--- src/rtl/mc_ctrl_fsm_if.sv ---
// Shared instruction/data memory handshake between the control sequencer
// (master) and the memory port (slave).
interface mc_ctrl_fsm_if;
  logic mem_req;    // memory request
  logic mem_we;     // store write strobe
  logic mem_sel;    // 0 = PC address, 1 = ALU-result address
  logic mem_ready;  // memory accepts/returns data this cycle

  modport master (
    output mem_req,
    output mem_we,
    output mem_sel,
    input  mem_ready
  );

  modport slave (
    input  mem_req,
    input  mem_we,
    input  mem_sel,
    output mem_ready
  );
endinterface

--- src/rtl/mc_ctrl_fsm.sv ---
// Multi-cycle RV32I control sequencer: steps each instruction through
// FETCH/DECODE/EXEC/MEM/WB, drives datapath selects and strobes, and traps
// on illegal encodings or a stalled memory handshake.
module mc_ctrl_fsm #(
  parameter int MEM_TIMEOUT = 15,
  parameter int CNT_W       = 4
) (
  input  logic                  clk,
  input  logic                  rst_n,
  mc_ctrl_fsm_if.master         mem,
  input  logic [6:0]            opcode,
  input  logic [2:0]            funct3,
  input  logic                  br_taken,
  output logic [2:0]            state,
  output logic                  ir_we,
  output logic                  pc_we,
  output logic [1:0]            pc_sel,
  output logic [2:0]            imm_sel,
  output logic                  alu_a_sel,
  output logic                  alu_b_sel,
  output logic [1:0]            alu_op,
  output logic                  reg_we,
  output logic [1:0]            wb_sel,
  output logic                  illegal,
  output logic                  bus_err
);

  typedef enum logic [2:0] {
    BOOT   = 3'd0,
    FETCH  = 3'd1,
    DECODE = 3'd2,
    EXEC   = 3'd3,
    MEM    = 3'd4,
    WB     = 3'd5,
    TRAP   = 3'd6
  } state_e;

  localparam logic [6:0] OP_LOAD   = 7'b0000011;
  localparam logic [6:0] OP_STORE  = 7'b0100011;
  localparam logic [6:0] OP_IMM    = 7'b0010011;
  localparam logic [6:0] OP_REG    = 7'b0110011;
  localparam logic [6:0] OP_BRANCH = 7'b1100011;
  localparam logic [6:0] OP_JAL    = 7'b1101111;
  localparam logic [6:0] OP_JALR   = 7'b1100111;
  localparam logic [6:0] OP_LUI    = 7'b0110111;
  localparam logic [6:0] OP_AUIPC  = 7'b0010111;

  localparam logic [CNT_W-1:0] TIMEOUT = CNT_W'(MEM_TIMEOUT);

  state_e           state_q, state_n;
  logic [CNT_W-1:0] wait_cnt;
  logic             set_ill, set_berr;

  // Immediate format for imm_gen: 0=I, 1=S, 2=B, 3=U, 4=J.
  function automatic logic [2:0] imm_fmt(input logic [6:0] op);
    case (op)
      OP_LOAD, OP_IMM, OP_JALR: imm_fmt = 3'd0;
      OP_STORE:                 imm_fmt = 3'd1;
      OP_BRANCH:                imm_fmt = 3'd2;
      OP_LUI, OP_AUIPC:         imm_fmt = 3'd3;
      OP_JAL:                   imm_fmt = 3'd4;
      default:                  imm_fmt = 3'd0;
    endcase
  endfunction

  // Reserved opcodes and reserved funct3 values within legal opcodes.
  function automatic logic bad_enc(input logic [6:0] op, input logic [2:0] f3);
    case (op)
      OP_LOAD:   bad_enc = (f3 == 3'b011) || (f3 == 3'b110) || (f3 == 3'b111);
      OP_STORE:  bad_enc = f3[2] || (f3 == 3'b011);
      OP_BRANCH: bad_enc = (f3 == 3'b010) || (f3 == 3'b011);
      OP_JALR:   bad_enc = (f3 != 3'b000);
      OP_IMM, OP_REG, OP_JAL, OP_LUI, OP_AUIPC: bad_enc = 1'b0;
      default:   bad_enc = 1'b1;
    endcase
  endfunction

  // State register, memory wait counter and sticky trap flags.
  // NOTE: sequential state uses non-blocking assignments so every register
  // samples pre-edge values regardless of statement order.
  always_ff @(posedge clk or negedge rst_n) begin
    if (!rst_n) begin
      state_q  <= BOOT;
      wait_cnt <= '0;
      illegal  <= 1'b0;
      bus_err  <= 1'b0;
    end else begin
      state_q <= state_n;
      if (state_n != state_q)
        wait_cnt <= '0;
      else if ((state_q == FETCH || state_q == MEM) && !mem.mem_ready)
        wait_cnt <= wait_cnt + 1'b1;
      if (set_ill)  illegal <= 1'b1;
      if (set_berr) bus_err <= 1'b1;
    end
  end

  // Next-state and datapath control decode.
  // NOTE: every output gets a default before the case so no path can
  // leave a signal unassigned and infer a latch.
  always_comb begin
    state_n     = state_q;
    set_ill     = 1'b0;
    set_berr    = 1'b0;
    mem.mem_req = 1'b0;
    mem.mem_we  = 1'b0;
    mem.mem_sel = 1'b0;
    ir_we       = 1'b0;
    pc_we       = 1'b0;
    pc_sel      = 2'd0;
    imm_sel     = 3'd0;
    alu_a_sel   = 1'b0;
    alu_b_sel   = 1'b0;
    alu_op      = 2'd0;
    reg_we      = 1'b0;
    wb_sel      = 2'd0;

    case (state_q)
      BOOT: state_n = FETCH;

      FETCH: begin
        mem.mem_req = 1'b1;
        if (mem.mem_ready) begin
          ir_we   = 1'b1;
          pc_we   = 1'b1;
          state_n = DECODE;
        end else if (wait_cnt == TIMEOUT) begin
          set_berr = 1'b1;
          state_n  = TRAP;
        end
      end

      DECODE: begin
        imm_sel = imm_fmt(opcode);
        if (bad_enc(opcode, funct3)) begin
          set_ill = 1'b1;
          state_n = TRAP;
        end else begin
          state_n = EXEC;
        end
      end

      EXEC: begin
        imm_sel = imm_fmt(opcode);
        state_n = WB;
        case (opcode)
          OP_REG:   alu_op = 2'd1;
          OP_IMM:   begin alu_b_sel = 1'b1; alu_op = 2'd1; end
          OP_LUI:   begin alu_b_sel = 1'b1; alu_op = 2'd3; end
          OP_AUIPC: begin alu_a_sel = 1'b1; alu_b_sel = 1'b1; end
          OP_LOAD, OP_STORE: begin
            alu_b_sel = 1'b1;
            state_n   = MEM;
          end
          OP_BRANCH: begin
            alu_op  = 2'd2;
            pc_we   = br_taken;
            pc_sel  = 2'd1;
            state_n = FETCH;
          end
          OP_JAL: begin
            pc_we  = 1'b1;
            pc_sel = 2'd1;
          end
          OP_JALR: begin
            alu_b_sel = 1'b1;
            pc_we     = 1'b1;
            pc_sel    = 2'd2;
          end
          default: begin
            set_ill = 1'b1;
            state_n = TRAP;
          end
        endcase
      end

      MEM: begin
        imm_sel     = imm_fmt(opcode);
        mem.mem_req = 1'b1;
        mem.mem_sel = 1'b1;
        mem.mem_we  = (opcode == OP_STORE);
        if (mem.mem_ready) begin
          state_n = (opcode == OP_STORE) ? FETCH : WB;
        end else if (wait_cnt == TIMEOUT) begin
          set_berr = 1'b1;
          state_n  = TRAP;
        end
      end

      WB: begin
        imm_sel = imm_fmt(opcode);
        reg_we  = 1'b1;
        if (opcode == OP_LOAD)                          wb_sel = 2'd1;
        else if (opcode == OP_JAL || opcode == OP_JALR) wb_sel = 2'd2;
        state_n = FETCH;
      end

      TRAP: state_n = TRAP;

      default: begin
        set_ill = 1'b1;
        state_n = TRAP;
      end
    endcase
  end

  assign state = state_q;

endmodule
--- src/flat_wrapper.sv ---
// flat-port wrapper written by rule: the top's interface ports become plain ports
module mc_ctrl_fsm_flat 
#(
  parameter int MEM_TIMEOUT = 15,
  parameter int CNT_W       = 4
)
  (clk, rst_n, opcode, funct3, br_taken, state, ir_we, pc_we, pc_sel, imm_sel, alu_a_sel, alu_b_sel, alu_op, reg_we, wb_sel, illegal, bus_err, mem_mem_req, mem_mem_we, mem_mem_sel, mem_mem_ready);
  mc_ctrl_fsm_if mem_i ();
  input  logic clk;
  input  logic rst_n;
  input  logic [6:0] opcode;
  input  logic [2:0] funct3;
  input  logic br_taken;
  output logic [2:0] state;
  output logic ir_we;
  output logic pc_we;
  output logic [1:0] pc_sel;
  output logic [2:0] imm_sel;
  output logic alu_a_sel;
  output logic alu_b_sel;
  output logic [1:0] alu_op;
  output logic reg_we;
  output logic [1:0] wb_sel;
  output logic illegal;
  output logic bus_err;
  output wire logic [$bits(mem_i.mem_req)-1:0] mem_mem_req;
  output wire logic [$bits(mem_i.mem_we)-1:0] mem_mem_we;
  output wire logic [$bits(mem_i.mem_sel)-1:0] mem_mem_sel;
  input wire logic [$bits(mem_i.mem_ready)-1:0] mem_mem_ready;
  assign mem_mem_req = mem_i.mem_req;
  assign mem_mem_we = mem_i.mem_we;
  assign mem_mem_sel = mem_i.mem_sel;
  assign mem_i.mem_ready = mem_mem_ready;
  mc_ctrl_fsm #(.MEM_TIMEOUT(MEM_TIMEOUT), .CNT_W(CNT_W)) u_core (.clk(clk), .rst_n(rst_n), .mem(mem_i), .opcode(opcode), .funct3(funct3), .br_taken(br_taken), .state(state), .ir_we(ir_we), .pc_we(pc_we), .pc_sel(pc_sel), .imm_sel(imm_sel), .alu_a_sel(alu_a_sel), .alu_b_sel(alu_b_sel), .alu_op(alu_op), .reg_we(reg_we), .wb_sel(wb_sel), .illegal(illegal), .bus_err(bus_err));
endmodule
--- config.mk ---
export PLATFORM = sky130hd
export DESIGN_NAME = mc_ctrl_fsm_flat
export DESIGN_NICKNAME = d
export VERILOG_FILES = /design/src/rtl/mc_ctrl_fsm_if.sv /design/src/rtl/mc_ctrl_fsm.sv /design/src/flat_wrapper.sv
export SDC_FILE = /design/constraint.sdc
export NUM_CORES = 1
export LEC_CHECK = 0
export ABC_AREA = 1
export BUFFER_PORTS_ARGS = -buffer_cell sky130_fd_sc_hd__buf_2
export CAP_MARGIN = 40
export CORE_UTILIZATION = 44
export DETAILED_ROUTE_END_ITERATION = 12
export GPL_TIMING_DRIVEN = 0
export PLACE_DENSITY = 0.74
export SYNTH_ARGS = -nofsm -noshare
export SYNTH_HDL_FRONTEND = slang
export SYNTH_SLANG_ARGS = --single-unit
--- constraint.sdc ---
create_clock -name clk -period 1.45 [get_ports clk]
set_input_delay 0 -clock clk [delete_from_list [all_inputs] [get_ports clk]]
set_output_delay 0 -clock clk [all_outputs]
set_load 0.01 [all_outputs]
* Yosys cells after proc, flatten, opt, wreduce, memory -nomap -nowiden
Cells that the tools add are included.
** Cells by class
- Add/sub/neg operators :: 1
- Equal/unequal tests :: 21
- Mux-type cells :: 38
- Reductions and logical operators :: 24
** Operators by type and width (count)
- $eq 7x6->1 const B :: 3
- $eq 7x7->1 const B :: 3
- $mux 3 :: 6
- $mux 1 :: 16
- $eq 3x3->1 const B :: 5
- $pmux 3 s5 :: 1
- $eq 7x5->1 const B :: 2
- $reduce_or 2->1 :: 7
- $eq 3x2->1 const B :: 4
- $pmux 3 s4 :: 1
- $reduce_or 6->1 :: 2
- $mux 2 :: 5
- $reduce_or 5->1 :: 2
- $pmux 3 s3 :: 1
- $reduce_or 9->1 :: 1
- $mux 4 :: 2
- $eq 7x2->1 const B :: 1
- $logic_or 1x1->1 :: 6
- $pmux 2 s3 :: 1
- $pmux 1 s5 :: 1
- $add 4x1->4 const B :: 1
- $eq 4x4->1 const B :: 1
- $pmux 1 s2 :: 2
- $pmux 2 s2 :: 1
- 9 further kinds :: 9
** Word-level totals
- Register bits :: 9
- Bits of input ports :: 14
- Output and inout bits :: 22
- Logic and storage cells :: 88

* Depth between registers and ports, before layout
Gate-level depths: netlist of run 1.
- Word-level depth :: 9
- Mapped depth :: 13

* Worst setup path after synthesis of run 1
Ideal clock, no wire load.
- Path kind :: register to register
- From :: reg u_core.state_q[0], in the netlist u_core.state[0]
- To :: reg u_core.wait_cnt[0]
- Arrival :: 1569 ps
- Path slack :: -199 ps
- Cell stages (with the launch flop) :: 13
- Buffers on the path :: 1
- Path through :: dfrtp_1 -> buf_2 -> nor3_4 -> inv_2 -> nand2_4 -> nand3_1 -> nand2_1 -> a21oi_1 -> nand2_2 -> nand2_1 -> nand2_1 -> nand2_2 -> nor3_2
** Between the ends
- Longest elaborated chain between the ends :: 5
** RTL lines
- from (decl) :: RTL line mc_ctrl_fsm.sv:50 : state_e state_q, state_n;
- from (signal assigned) :: RTL line mc_ctrl_fsm.sv:88 : state_q <= state_n;
- $eq 3x3->1, or another cell as far along :: RTL line mc_ctrl_fsm.sv:118 : case (state_q)
- $reduce_or 2->1 (no source line), or another cell as far along
- $pmux 3 s5 (*) :: RTL line mc_ctrl_fsm.sv:118
- named net u_core.state_n[0] :: RTL line mc_ctrl_fsm.sv:50
- $ne 3x3->1 (*) :: RTL line mc_ctrl_fsm.sv:89 : if (state_n != state_q)
- $mux 4 or $reduce_bool 2->1 (tied branches)
- to (signal assigned) :: RTL line mc_ctrl_fsm.sv:92 : wait_cnt <= wait_cnt + 1'b1;
- to (decl) :: RTL line mc_ctrl_fsm.sv:51 : logic [CNT_W-1:0] wait_cnt;
The timed path passes the listed nets; every way through them passes the cells marked *.
A chain may end at the register's enable or synchronous reset.

* Worst setup path in the final report of run 1
- From :: reg u_core.wait_cnt[0]
- To :: reg u_core.wait_cnt[2]
** Between the ends
- Longest elaborated chain between the ends :: 6
** RTL lines (RTL line)
- $eq 4x4->1 :: mc_ctrl_fsm.sv:127, mc_ctrl_fsm.sv:184
- $mux 3 :: mc_ctrl_fsm.sv:127, mc_ctrl_fsm.sv:184
- $mux 3, on equally long branches :: mc_ctrl_fsm.sv:182, mc_ctrl_fsm.sv:123
- $pmux 3 s5 :: mc_ctrl_fsm.sv:118
- $ne 3x3->1 :: mc_ctrl_fsm.sv:89
- $mux 4 or $reduce_bool 2->1 (tied branches)
Parallel ways exist; a longest one is shown, timed or not. The select of a mux whose other input is x is not followed.

==> metrics.log, run 1 <==
INFO  metric clkLatencyLatePin = 270 ps
INFO  metric io_pins = 36
INFO  metric path_cells = ha_4 > nand3_4 > nor2_4 > a21oi_1 > nand3_2 > nand2_2 > a21oi_2 > nand3_1 > nand2_2 > nand2_4 > nor3_2
INFO  metric flip_flop_and_latch_count_after_synthesis = 9
INFO  metric critPathMaxFanout = 4
INFO  metric synth.avg_cell_area = 6.12 µm²
INFO  metric run_status = finished with violations
INFO  metric total_placed_cells_including_tap_cells = 224
INFO  metric fp.dieW = 49.5 µm
INFO  metric synthTopCellsByArea = sky130_fd_sc_hd__dfrtp_1, sky130_fd_sc_hd__nand2_1, sky130_fd_sc_hd__nor2_1
INFO  metric crit_required = 1640 ps
INFO  metric final_design_area_no_fill = 1500 µm²
INFO  metric first_pass_detailed_route_iteration_total = 6
INFO  metric routed_wire_length_per_instance = 14.2 µm
INFO  metric crit_top_cell = sky130_fd_sc_hd__nand2_2
INFO  metric critical_path.max_stage_delay = 400 ps
INFO  metric achievable-frequency = 0.582 GHz
INFO  metric io_buffer_count = 35
INFO  metric place.detailed.hpwl = 2140 µm
INFO  metric power.share.clock = 37.6%
INFO  metric timing.critical_path.from_type = register
INFO  metric worstPathArrival = 1910 ps
INFO  metric finalWorstSetupSlack = -269 ps
INFO  metric tritoncts = yes
INFO  metric timing.final.hold_violations = 0
INFO  metric cts.root.buffer_cell = sky130_fd_sc_hd__clkbuf_4
INFO  metric synthesis.yosys.warnings = 0
INFO  metric dpl-instance-area = 1210 µm²
INFO  metric number_of_vias_per_cell_after_detailed_routing = 5.69
INFO  metric number_of_sinks_handled_by_clock_tree_synthesis = 9
INFO  metric power.share.switching = 28.1%
INFO  metric slew_headroom = 81.6%
INFO  metric n_antenna_cell = 0
INFO  metric final_layout_size_suffix_gt1_share = 48.9%
INFO  metric via_count = 1,411
INFO  metric finalSetupViolCount = 9
INFO  metric total_power_after_layout = 0.536 mW
INFO  metric power.ir.vdd_worst = 0.405 mV
INFO  metric core_area = 2040 µm²
INFO  metric nets = 237
INFO  metric r2r_setup_slack = -270 ps
INFO  metric internal-power = 0.386 mW
INFO  metric cts_bufs_inserted = 3
INFO  metric floorplan.rows = 16
INFO  metric r2r_end = u_core.wait_cnt[2]
INFO  metric rr_worst_depth = 11
INFO  metric yosys.cell_types.count = 27
INFO  metric grt_max_degree = 10
INFO  metric wirelength = 3530 µm
INFO  metric period_needed = 1720 ps
INFO  metric synth_area_leader_cell = sky130_fd_sc_hd__dfrtp_1
INFO  metric die_h = 49.5 µm
INFO  metric track_usage = 26.7%
INFO  metric leakage = 0.828 nW
INFO  metric timing.hold.worst.class = in2async
INFO  metric post-synth-top-area-fraction = 22.7%
INFO  metric antenna_violating_nets_post_route = 0
INFO  metric power_frac_comb = 15.6%
INFO  metric p_switching = 0.151 mW
INFO  metric mappedNetlistNets = 177
INFO  metric timing_worst_setup_path_type = reg2reg
INFO  metric layoutNonFillerInstCount = 248
INFO  metric cell_type_of_the_slowest_stage_on_the_worst_timing_path = sky130_fd_sc_hd__dfrtp_1
INFO  metric finalMaxSlewViolations = 0
INFO  metric power.sequential.fraction = 46.8%
INFO  metric path_clk_slew = 60 ps
INFO  metric initialDrtViolationCount = 112
INFO  metric layout.core_utilization = 73.3%
INFO  metric power_density = 358 nW/µm²
INFO  metric via_count_of_the_first_global_routing_pass = 1,188
INFO  metric critical_path.endpoint_type = register
INFO  metric global_route.overflow_total = 0
INFO  metric route.detailed.drc = 0
INFO  metric die_area = 2450 µm²
INFO  metric cts_max_level = 1
INFO  metric r2r-start = u_core.wait_cnt[0]
INFO  metric clock_path_buffers = 2
INFO  metric filler_cell_count = 161
INFO  metric flow.area_growth_from_synthesis = 50.9%
INFO  metric place.gp.congestion = 0.898
INFO  metric finalCritPeriodShare = 119%
INFO  metric grt_setup_unrepaired = yes
INFO  metric initial_core_util = 48.6%
INFO  metric grt_antenna_before_repair = 0
INFO  metric ys_seq_area_share = 22.7%
INFO  metric post_synth_inst_count = 162
INFO  metric worst_clock_skew = 1.69 ps
INFO  metric tightestPinTransition = 275 ps
INFO  metric synth_area = 992 µm²
INFO  metric violations = setup timing
INFO  metric drv_cap = 0
INFO  metric grt_pass1_wl = 5010 µm
area by class of cell:
type                       count  area (µm²)  area share [%]
timing repair buffer          55         332            22.1
inverter                      31         121            8.10
clock buffer                   4        26.3            1.75
tap                           27        33.8            2.26
buffer                         1        11.3           0.752
sequential                     9         228            15.2
multi-input combinational    121         746            49.8
worst max-delay path, delay by kind of cell, from the launching register on:
family                     cells  cell delay (ps)
and+or+nand+nor                8              850
DFF                            1              400
AOI/OAI and AO/OA              2              230
adders and majority gates      1              180
layout by cell type (no fill, tap or decap), types with 7 or more instances in the layout:
cell | Yosys | final
sky130_fd_sc_hd__buf_2 | 1 | 35
sky130_fd_sc_hd__nand2_1 | 32 | 28
sky130_fd_sc_hd__nor2_1 | 25 | 21
sky130_fd_sc_hd__inv_1 | 19 | 18
sky130_fd_sc_hd__buf_4 | 0 | 18
sky130_fd_sc_hd__nand2_2 | 9 | 12
sky130_fd_sc_hd__inv_2 | 11 | 10
sky130_fd_sc_hd__nand3_1 | 14 | 10
sky130_fd_sc_hd__a21oi_1 | 9 | 8
sky130_fd_sc_hd__dfrtp_1 | 9 | 7
worst max-delay path by stage:
stage               cells past startpoint            endpoint          startpoint  slack, ps
global route                           11  u_core.wait_cnt[2]  u_core.wait_cnt[1]       -380
CTS                                    11  u_core.wait_cnt[1]  u_core.wait_cnt[1]       -160
detailed placement                     12  u_core.wait_cnt[1]  u_core.wait_cnt[0]       -320
floorplan                              12  u_core.wait_cnt[0]     u_core.state[2]       -120
global placement                       12  u_core.wait_cnt[0]  u_core.wait_cnt[0]       -250
finish                                 11  u_core.wait_cnt[2]  u_core.wait_cnt[0]       -270
power groups by stage:
stage	Sequential, mW	Clock, mW	Combinational, mW
final	0.251	0.202	0.0839
after global routing	0.251	0.218	0.0950
after CTS	0.251	0.195	0.0805
after floorplan	0.256	0	0.0393
after detailed placement	0.256	0	0.0778
after global placement	0.256	0	0.0730
per-stage QoR:
step	setup WS, ps	hold WS [ps]	TNS [ps]
global route	-384	129	-2290
global placement	-252	-145	-1000
detailed placement	-316	-133	-1280
CTS	-160	119	-652
floorplan	-121	-296	-486
finish	-269	114	-1330
cells in the mapped netlist:
library cell / n
sky130_fd_sc_hd__a41oi_1: 1
sky130_fd_sc_hd__a21o_1: 1
sky130_fd_sc_hd__or2_2: 1
sky130_fd_sc_hd__nand3_2: 2
sky130_fd_sc_hd__buf_2: 1
sky130_fd_sc_hd__nand4_1: 5
sky130_fd_sc_hd__nor3_4: 1
sky130_fd_sc_hd__o21ai_0: 2
sky130_fd_sc_hd__inv_1: 19
sky130_fd_sc_hd__nand2_4: 1
sky130_fd_sc_hd__dfrtp_1: 9
sky130_fd_sc_hd__nor3_2: 4
sky130_fd_sc_hd__o22ai_1: 1
sky130_fd_sc_hd__a21oi_1: 9
sky130_fd_sc_hd__nand2_2: 9
sky130_fd_sc_hd__a32oi_1: 1
sky130_fd_sc_hd__xor2_1: 3
sky130_fd_sc_hd__inv_2: 11
sky130_fd_sc_hd__clkinv_1: 1
sky130_fd_sc_hd__o211ai_1: 3
sky130_fd_sc_hd__ha_1: 1
sky130_fd_sc_hd__nor2_1: 25
sky130_fd_sc_hd__nor2_2: 2
sky130_fd_sc_hd__mux2i_1: 1
sky130_fd_sc_hd__nand2_1: 32
sky130_fd_sc_hd__nand3_1: 14
sky130_fd_sc_hd__nor3_1: 2
flip-flops by register name, indices dropped and copies added (netlist names):
name,cells
u_core.illegal,1
u_core.bus_err,1
u_core.wait_cnt,4
u_core.state,3
cell families (layout without fill, tap and decap cells):
family	count (synthesis)	count (layout)	share of synthesized area, %
xor+xnor	3	3	2.65
fa+ha+maj	1	1	1.26
simple gates	98	98	49.2
compound gates	18	18	11.0
mux	1	1	1.01
buf+inv	32	91	12.2
flops	9	9	22.7
metal layers:
layer	GRT usage [%]	wire length [µm]	vias up	part of all wire, %
li1	-	-	640	-
met4	7.62	94	0	2.7
met5	0	0	-	0
met3	6.17	232	16	6.6
met2	46.3	1780	96	50
met1	32.7	1420	659	40
what timing repair did:
| action | 4_1_cts | 5_1_grt |
|---|---|---|
| resized for setup | 9 | 20 |
| pin swaps | 3 | 6 |
| buffers inserted | 6 | 13 |
| setup endpoints to repair | 15 | 18 |
| endpoints found under the hold margin | 9 | 0 |
| hold buffers | 1 | 0 |
(Power assumes the default switching activity.)
==> inputs of run 2 (changes only) <==
--- a/config.mk
+++ b/config.mk
@@ -8,10 +8,10 @@
 export ABC_AREA = 1
 export BUFFER_PORTS_ARGS = -buffer_cell sky130_fd_sc_hd__buf_2
 export CAP_MARGIN = 40
-export CORE_UTILIZATION = 44
+export CORE_UTILIZATION = 49
 export DETAILED_ROUTE_END_ITERATION = 12
 export GPL_TIMING_DRIVEN = 0
-export PLACE_DENSITY = 0.74
+export PLACE_DENSITY = 0.78
 export SYNTH_ARGS = -nofsm -noshare
 export SYNTH_HDL_FRONTEND = slang
 export SYNTH_SLANG_ARGS = --single-unit
==> constraint.sdc (replaced) <==
create_clock -name clk -period 1.65 [get_ports clk]
set_input_delay 0 -clock clk [delete_from_list [all_inputs] [get_ports clk]]
set_output_delay 0 -clock clk [all_outputs]
set_load 0.01 [all_outputs]
==> metrics.log, run 2 (synthesis results as in run 1) <==
INFO  metric place.gp.congestion = 0.856
INFO  metric leakage = 0.794 nW
INFO  metric clkLatencyLatePin = 270 ps
INFO  metric achievable-frequency = 0.566 GHz
INFO  metric crit_required = 1840 ps
INFO  metric tightestPinTransition = 307 ps
INFO  metric power_density = 330 nW/µm²
INFO  metric global_route.overflow_total = 0
INFO  metric total_power_after_layout = 0.469 mW
INFO  metric top_reg_by_flops = u_core.wait_cnt
INFO  metric slew_headroom = 79.5%
INFO  metric r2r_end = u_core.wait_cnt[2]
INFO  metric cts_max_level = 1
INFO  metric mostFrequentLayoutCells = sky130_fd_sc_hd__buf_2, sky130_fd_sc_hd__nand2_1, sky130_fd_sc_hd__nor2_1
INFO  metric number_of_vias_per_cell_after_detailed_routing = 5.35
INFO  metric finalSetupViolCount = 4
INFO  metric n_antenna_cell = 0
INFO  metric finalCritPeriodShare = 107%
INFO  metric via_count = 1,284
INFO  metric final_layout_size_suffix_gt1_share = 45.6%
INFO  metric r2r-start = u_core.wait_cnt[0]
INFO  metric die_area = 2210 µm²
INFO  metric r2r_setup_slack = -120 ps
INFO  metric critical_path.endpoint_type = register
INFO  metric layout.cells.most_common = sky130_fd_sc_hd__buf_2
INFO  metric rr_worst_depth = 11
INFO  metric timing.hold.worst.class = in2async
INFO  metric cts_bufs_inserted = 3
INFO  metric critical_path.max_stage_delay = 360 ps
INFO  metric routed_wire_length_per_instance = 13.4 µm
INFO  metric grt_antenna_before_repair = 0
INFO  metric antenna_violating_nets_post_route = 0
INFO  metric fp.dieW = 47 µm
INFO  metric finalMaxSlewViolations = 0
INFO  metric io_pins = 36
INFO  metric largest_register_ff_count = 4
INFO  metric tritoncts = yes
INFO  metric clock_path_buffers = 2
INFO  metric track_usage = 27.3%
INFO  metric place.detailed.hpwl = 2100 µm
INFO  metric layoutNonFillerInstCount = 240
INFO  metric drv_cap = 0
INFO  metric grt_max_degree = 10
INFO  metric grt_pass1_wl = 4260 µm
INFO  metric worstPathArrival = 1960 ps
INFO  metric route.detailed.drc = 0
INFO  metric cp-startpoint = u_core.wait_cnt[0]
INFO  metric path_clk_slew = 70 ps
INFO  metric period_needed = 1770 ps
INFO  metric timing.final.hold_violations = 0
INFO  metric cts.root.buffer_cell = sky130_fd_sc_hd__clkbuf_4
INFO  metric cell_type_of_the_slowest_stage_on_the_worst_timing_path = sky130_fd_sc_hd__dfrtp_1
INFO  metric die_h = 47 µm
INFO  metric io_buffer_count = 35
INFO  metric initial_core_util = 54.5%
INFO  metric number_of_sinks_handled_by_clock_tree_synthesis = 9
INFO  metric run_status = finished with violations
INFO  metric flow.area_growth_from_synthesis = 43.4%
INFO  metric finalWorstSetupSlack = -118 ps
INFO  metric total_placed_cells_including_tap_cells = 222
INFO  metric wirelength = 3210 µm
INFO  metric path_cells = ha_1 > nand3_2 > nor2_4 > a21oi_1 > nand3_2 > nand2_2 > a21oi_2 > nand3_1 > nand2_2 > nand2_4 > nor3_4
INFO  metric nets = 231
INFO  metric power.ir.vdd_worst = 0.356 mV
INFO  metric violations = setup timing
INFO  metric timing_worst_setup_path_type = reg2reg
INFO  metric first_pass_detailed_route_iteration_total = 4
INFO  metric initialDrtViolationCount = 55
INFO  metric timing.critical_path.from_type = register
INFO  metric core_area = 1820 µm²
INFO  metric grt_setup_unrepaired = yes
INFO  metric via_count_of_the_first_global_routing_pass = 1,016
INFO  metric detailedPlace.worstSlack = -85.5 ps
INFO  metric critPathMaxFanout = 4
INFO  metric floorplan.rows = 15
INFO  metric worst_clock_skew = 8.32 ps
## run 2: worst max path at each step
stage,end
CTS,u_core.wait_cnt[1]
floorplan,u_core.wait_cnt[0]
finish,u_core.wait_cnt[2]
global placement,u_core.wait_cnt[1]
detailed placement,u_core.wait_cnt[1]
global route,u_core.wait_cnt[2]
## run 2: timing repair
action	in CTS	in global routing
setup endpoints to repair	4	7
hold buffers	1	0
gates cloned	0	0
setup buffers	5	8
endpoints found under the hold margin	9	0
pin swaps	2	6
gates resized for setup	7	16
## run 2: layout make-up
type | instances | area (µm²)
multi-input combinational | 121 | 711
fill | 137 | 398
timing repair buffer | 49 | 295
sequential | 9 | 228
inverter | 31 | 119
tap | 25 | 31.3
clock buffer | 3 | 22.5
buffer | 1 | 11.3
clock inverter | 1 | 5.00
## run 2: through the flow
stage               hold slack, ps  area [µm²]  util (%)  TNS, ps
floorplan                     -296         992         -        0
global placement              -145        1200      65.8     -138
detailed placement            -140        1200      65.8     -312
CTS                           96.5        1290      70.7        0
global route                   109        1420      78.1     -873
finish                         104        1420      78.1     -295
## run 2: power breakdown
part           leakage (nW)  internal [mW]  switching, mW
Clock                0.0177         0.0898         0.0852
Sequential            0.109          0.221              0
Combinational         0.667         0.0248         0.0485
Total                 0.794          0.335          0.134
## run 2: worst max-delay path, delay by kind of cell, from the launching register on
kind / cells / cell delay, ps
AND/OR/NAND/NOR: 8 / 910
flip-flops: 1 / 360
AO/OA/AOI/OAI: 2 / 210
adder cells (fa/ha/maj): 1 / 190
## run 2: layer usage
layer | track usage [%] | routed length, µm | share of wire (%)
met5 | 0 | 0 | 0
met4 | 4.57 | 66 | 2.1
met3 | 6.92 | 274 | 8.5
met2 | 45.0 | 1490 | 46
met1 | 36.7 | 1380 | 43
==> inputs of run 3 (changes only) <==
--- a/config.mk
+++ b/config.mk
@@ -5,13 +5,14 @@
 export SDC_FILE = /design/constraint.sdc
 export NUM_CORES = 1
 export LEC_CHECK = 0
-export ABC_AREA = 1
+export ABC_AREA = 0
 export BUFFER_PORTS_ARGS = -buffer_cell sky130_fd_sc_hd__buf_2
 export CAP_MARGIN = 40
-export CORE_UTILIZATION = 49
+export CORE_UTILIZATION = 46
 export DETAILED_ROUTE_END_ITERATION = 12
 export GPL_TIMING_DRIVEN = 0
-export PLACE_DENSITY = 0.78
+export PLACE_DENSITY = 0.77
+export SLEW_MARGIN = 20
 export SYNTH_ARGS = -nofsm -noshare
 export SYNTH_HDL_FRONTEND = slang
 export SYNTH_SLANG_ARGS = --single-unit
==> metrics.log, run 3 <==
INFO  metric run_status = finished clean
INFO  metric number_of_vias_per_cell_after_detailed_routing = 5.58
INFO  metric n_antenna_cell = 0
INFO  metric layout.core_utilization = 65.4%
INFO  metric power_frac_comb = 18.1%
INFO  metric io_pins = 36
INFO  metric fp.dieW = 44.8 µm
INFO  metric worstPathArrival = 1740 ps
INFO  metric ys.flop_type = sky130_fd_sc_hd__dfrtp_1
INFO  metric filler_cell_count = 159
INFO  metric power.share.clock = 33.9%
INFO  metric place.detailed.hpwl = 1670 µm
INFO  metric synth.top_cells.by_count = sky130_fd_sc_hd__nor2_1, sky130_fd_sc_hd__dfrtp_1, sky130_fd_sc_hd__a21oi_1
INFO  metric hold_ws = 124 ps
INFO  metric global_route.usage.met1 = 28.5%
INFO  metric detailedPlace.worstSlack = -77.3 ps
INFO  metric post_synth_inst_count = 113
INFO  metric via_count_of_the_first_global_routing_pass = 777
INFO  metric power.share.switching = 26.1%
INFO  metric mappedNetlistNets = 128
INFO  metric leakage = 0.508 nW
INFO  metric finalCritPeriodShare = 96.8%
INFO  metric r2r-start = u_core.state[0]
INFO  metric crit_required = 1790 ps
INFO  metric antenna_violating_nets_post_route = 0
INFO  metric critical_path.max_stage_delay = 480 ps
INFO  metric wirelength = 2250 µm
INFO  metric cell_type_of_the_slowest_stage_on_the_worst_timing_path = sky130_fd_sc_hd__dfrtp_2
INFO  metric via_count = 982
INFO  metric r2r_setup_slack = 50 ps
INFO  metric timing_worst_setup_path_type = reg2reg
INFO  metric die_h = 44.8 µm
INFO  metric period_needed = 1600 ps
INFO  metric global_route.usage.met2 = 35.9%
INFO  metric layout.cells.most_common = sky130_fd_sc_hd__buf_2
INFO  metric synthTopCellsByArea = sky130_fd_sc_hd__dfrtp_1, sky130_fd_sc_hd__nor2_1, sky130_fd_sc_hd__a21oi_1
INFO  metric io_buffer_count = 32
INFO  metric cts.root.buffer_cell = sky130_fd_sc_hd__clkbuf_4
INFO  metric track_usage = 22.3%
INFO  metric mostFrequentLayoutCells = sky130_fd_sc_hd__buf_2, sky130_fd_sc_hd__nor2_1, sky130_fd_sc_hd__a21oi_1
INFO  metric rr_worst_depth = 5
INFO  metric core_area = 1730 µm²
INFO  metric finalMaxSlewViolations = 0
INFO  metric initialDrtViolationCount = 40
INFO  metric die_area = 2010 µm²
INFO  metric flow.area_growth_from_synthesis = 34.0%
INFO  metric flip_flop_and_latch_count_after_synthesis = 9
INFO  metric grt_max_degree = 11
INFO  metric achievable-frequency = 0.626 GHz
INFO  metric timing.final.hold_violations = 0
INFO  metric critical_path.endpoint_type = register
INFO  metric ys_seq_area_share = 26.7%
INFO  metric first_pass_detailed_route_iteration_total = 4
INFO  metric final.setup.tns = 0 ps
INFO  metric p_switching = 0.127 mW
INFO  metric slew_headroom = 73.8%
INFO  metric synth-async-reset-ratio = 100%
INFO  metric grt_use_met3 = 6.00%
INFO  metric r2r_end = u_core.wait_cnt[3]
INFO  metric clock_path_buffers = 2
INFO  metric cts_bufs_inserted = 3
INFO  metric cp-startpoint = u_core.state[0]
INFO  metric synth_area = 843 µm²
INFO  metric tritoncts = yes
INFO  metric nets = 167
INFO  metric final_layout_size_suffix_gt1_share = 37.7%
INFO  metric route.detailed.drc = 0
INFO  metric cts_max_level = 1
INFO  metric top_reg_by_flops = u_core.wait_cnt
INFO  metric drv_cap = 0
INFO  metric path_cells = nand2b_2 > a211oi_4 > nand4_1 > xor2_1 > nor2_1
INFO  metric global_route.peak_usage_layer = met2
INFO  metric post-synth-top-area-fraction = 26.7%
INFO  metric worst_clock_skew = 6.80 ps
INFO  metric largest_register_ff_count = 4
INFO  metric path_clk_slew = 60 ps
INFO  metric grt_antenna_before_repair = 0
INFO  metric post-synth-top-count-cell = sky130_fd_sc_hd__nor2_1
INFO  metric synth_area_leader_cell = sky130_fd_sc_hd__dfrtp_1
INFO  metric power.ir.vdd_worst = 0.367 mV
INFO  metric routed_wire_length_per_instance = 12.8 µm
INFO  metric number_of_enable_type_register_cells_in_the_synthesized_netlist = 0
INFO  metric synth.avg_cell_area = 7.46 µm²
INFO  metric synthesis.yosys.warnings = 0
INFO  metric power.sequential.fraction = 48.0%
INFO  metric internal-power = 0.361 mW
INFO  metric number_of_sinks_handled_by_clock_tree_synthesis = 9
INFO  metric initial_core_util = 48.8%
INFO  metric finalSetupViolCount = 0
INFO  metric floorplan.rows = 15
INFO  metric finalWorstSetupSlack = 52.4 ps
INFO  metric timing.hold.worst.class = in2async
INFO  metric tightestPinTransition = 391 ps
INFO  metric total_power_after_layout = 0.488 mW
INFO  metric yosys.cell_types.count = 41
INFO  metric clkLatencyLatePin = 260 ps
INFO  metric power_density = 432 nW/µm²
INFO  metric grt_pass1_wl = 3260 µm
INFO  metric global_route.overflow_total = 0
INFO  metric timing.critical_path.from_type = register
INFO  metric place.gp.congestion = 0.832
INFO  metric critPathMaxFanout = 9
[run 3: per-stage QoR]
stage	cell area, µm²	cells
2_1_floorplan	843	113
3_3_place_gp	1030	170
3_5_place_dp	1030	170
4_1_cts	1090	175
5_1_grt	1130	176
6_report	1130	176
[run 3: power by group through the flow]
stage	Clock [mW]	Sequential [mW]	Combinational, mW
floorplan	0	0.240	0.0477
global placement	0	0.238	0.0818
detailed placement	0	0.238	0.0845
CTS	0.175	0.234	0.0870
global route	0.186	0.235	0.0987
finish	0.166	0.234	0.0883
[run 3: worst max-delay path by stage]
stage	end	slack (ps)	cells past startpoint
2_1_floorplan	u_core.wait_cnt[3]	90	6
3_3_place_gp	u_core.wait_cnt[3]	-10	6
3_5_place_dp	u_core.wait_cnt[3]	-80	6
4_1_cts	alu_b_sel	-4	5
5_1_grt	u_core.wait_cnt[3]	-40	5
6_report	u_core.wait_cnt[3]	50	5
[run 3: logic make-up after synthesis]
logic type | synth area share, %
buffers and inverters | 6.82
multiplexers | 1.19
AO/OA/AOI/OAI | 19.3
AND/OR/NAND/NOR | 40.4
XOR/XNOR | 4.16
flip-flops | 26.7
adder cells (fa/ha/maj) | 1.48
[run 3: timing repair]
| item | CTS | global route |
|---|---|---|
| gates resized for setup | 4 | 9 |
| setup buffers | 1 | 1 |
| hold buffers | 1 | 0 |
| endpoints found under the hold margin | 9 | 0 |
| pin swaps | 1 | 2 |
| setup endpoints to repair | 5 | 11 |
[run 3: worst max-delay path, delay by kind of cell (launching register included)]
family	cells	cell delay, ps
xor+xnor	1	170
compound gates	1	300
flops	1	480
simple gates	3	510
[run 3: cell type report]
| cell class | count | area, µm² | share of cell area [%] |
|---|---|---|---|
| timing repair buffer | 35 | 185 | 16.4 |
| buffer | 7 | 46.3 | 4.10 |
| sequential | 9 | 228 | 20.2 |
| tap | 25 | 31.3 | 2.77 |
| inverter | 3 | 11.3 | 0.997 |
| clock buffer | 4 | 26.3 | 2.33 |
| multi-input combinational | 93 | 602 | 53.3 |
[run 3: layer usage]
layer  part of all wire, %  wire (µm)  up-vias
met2                    52       1170       47
met1                    41        918      454
met3                   6.0        136        4
met5                     0          0        -
li1                      -          -      477
met4                   1.0         23        0
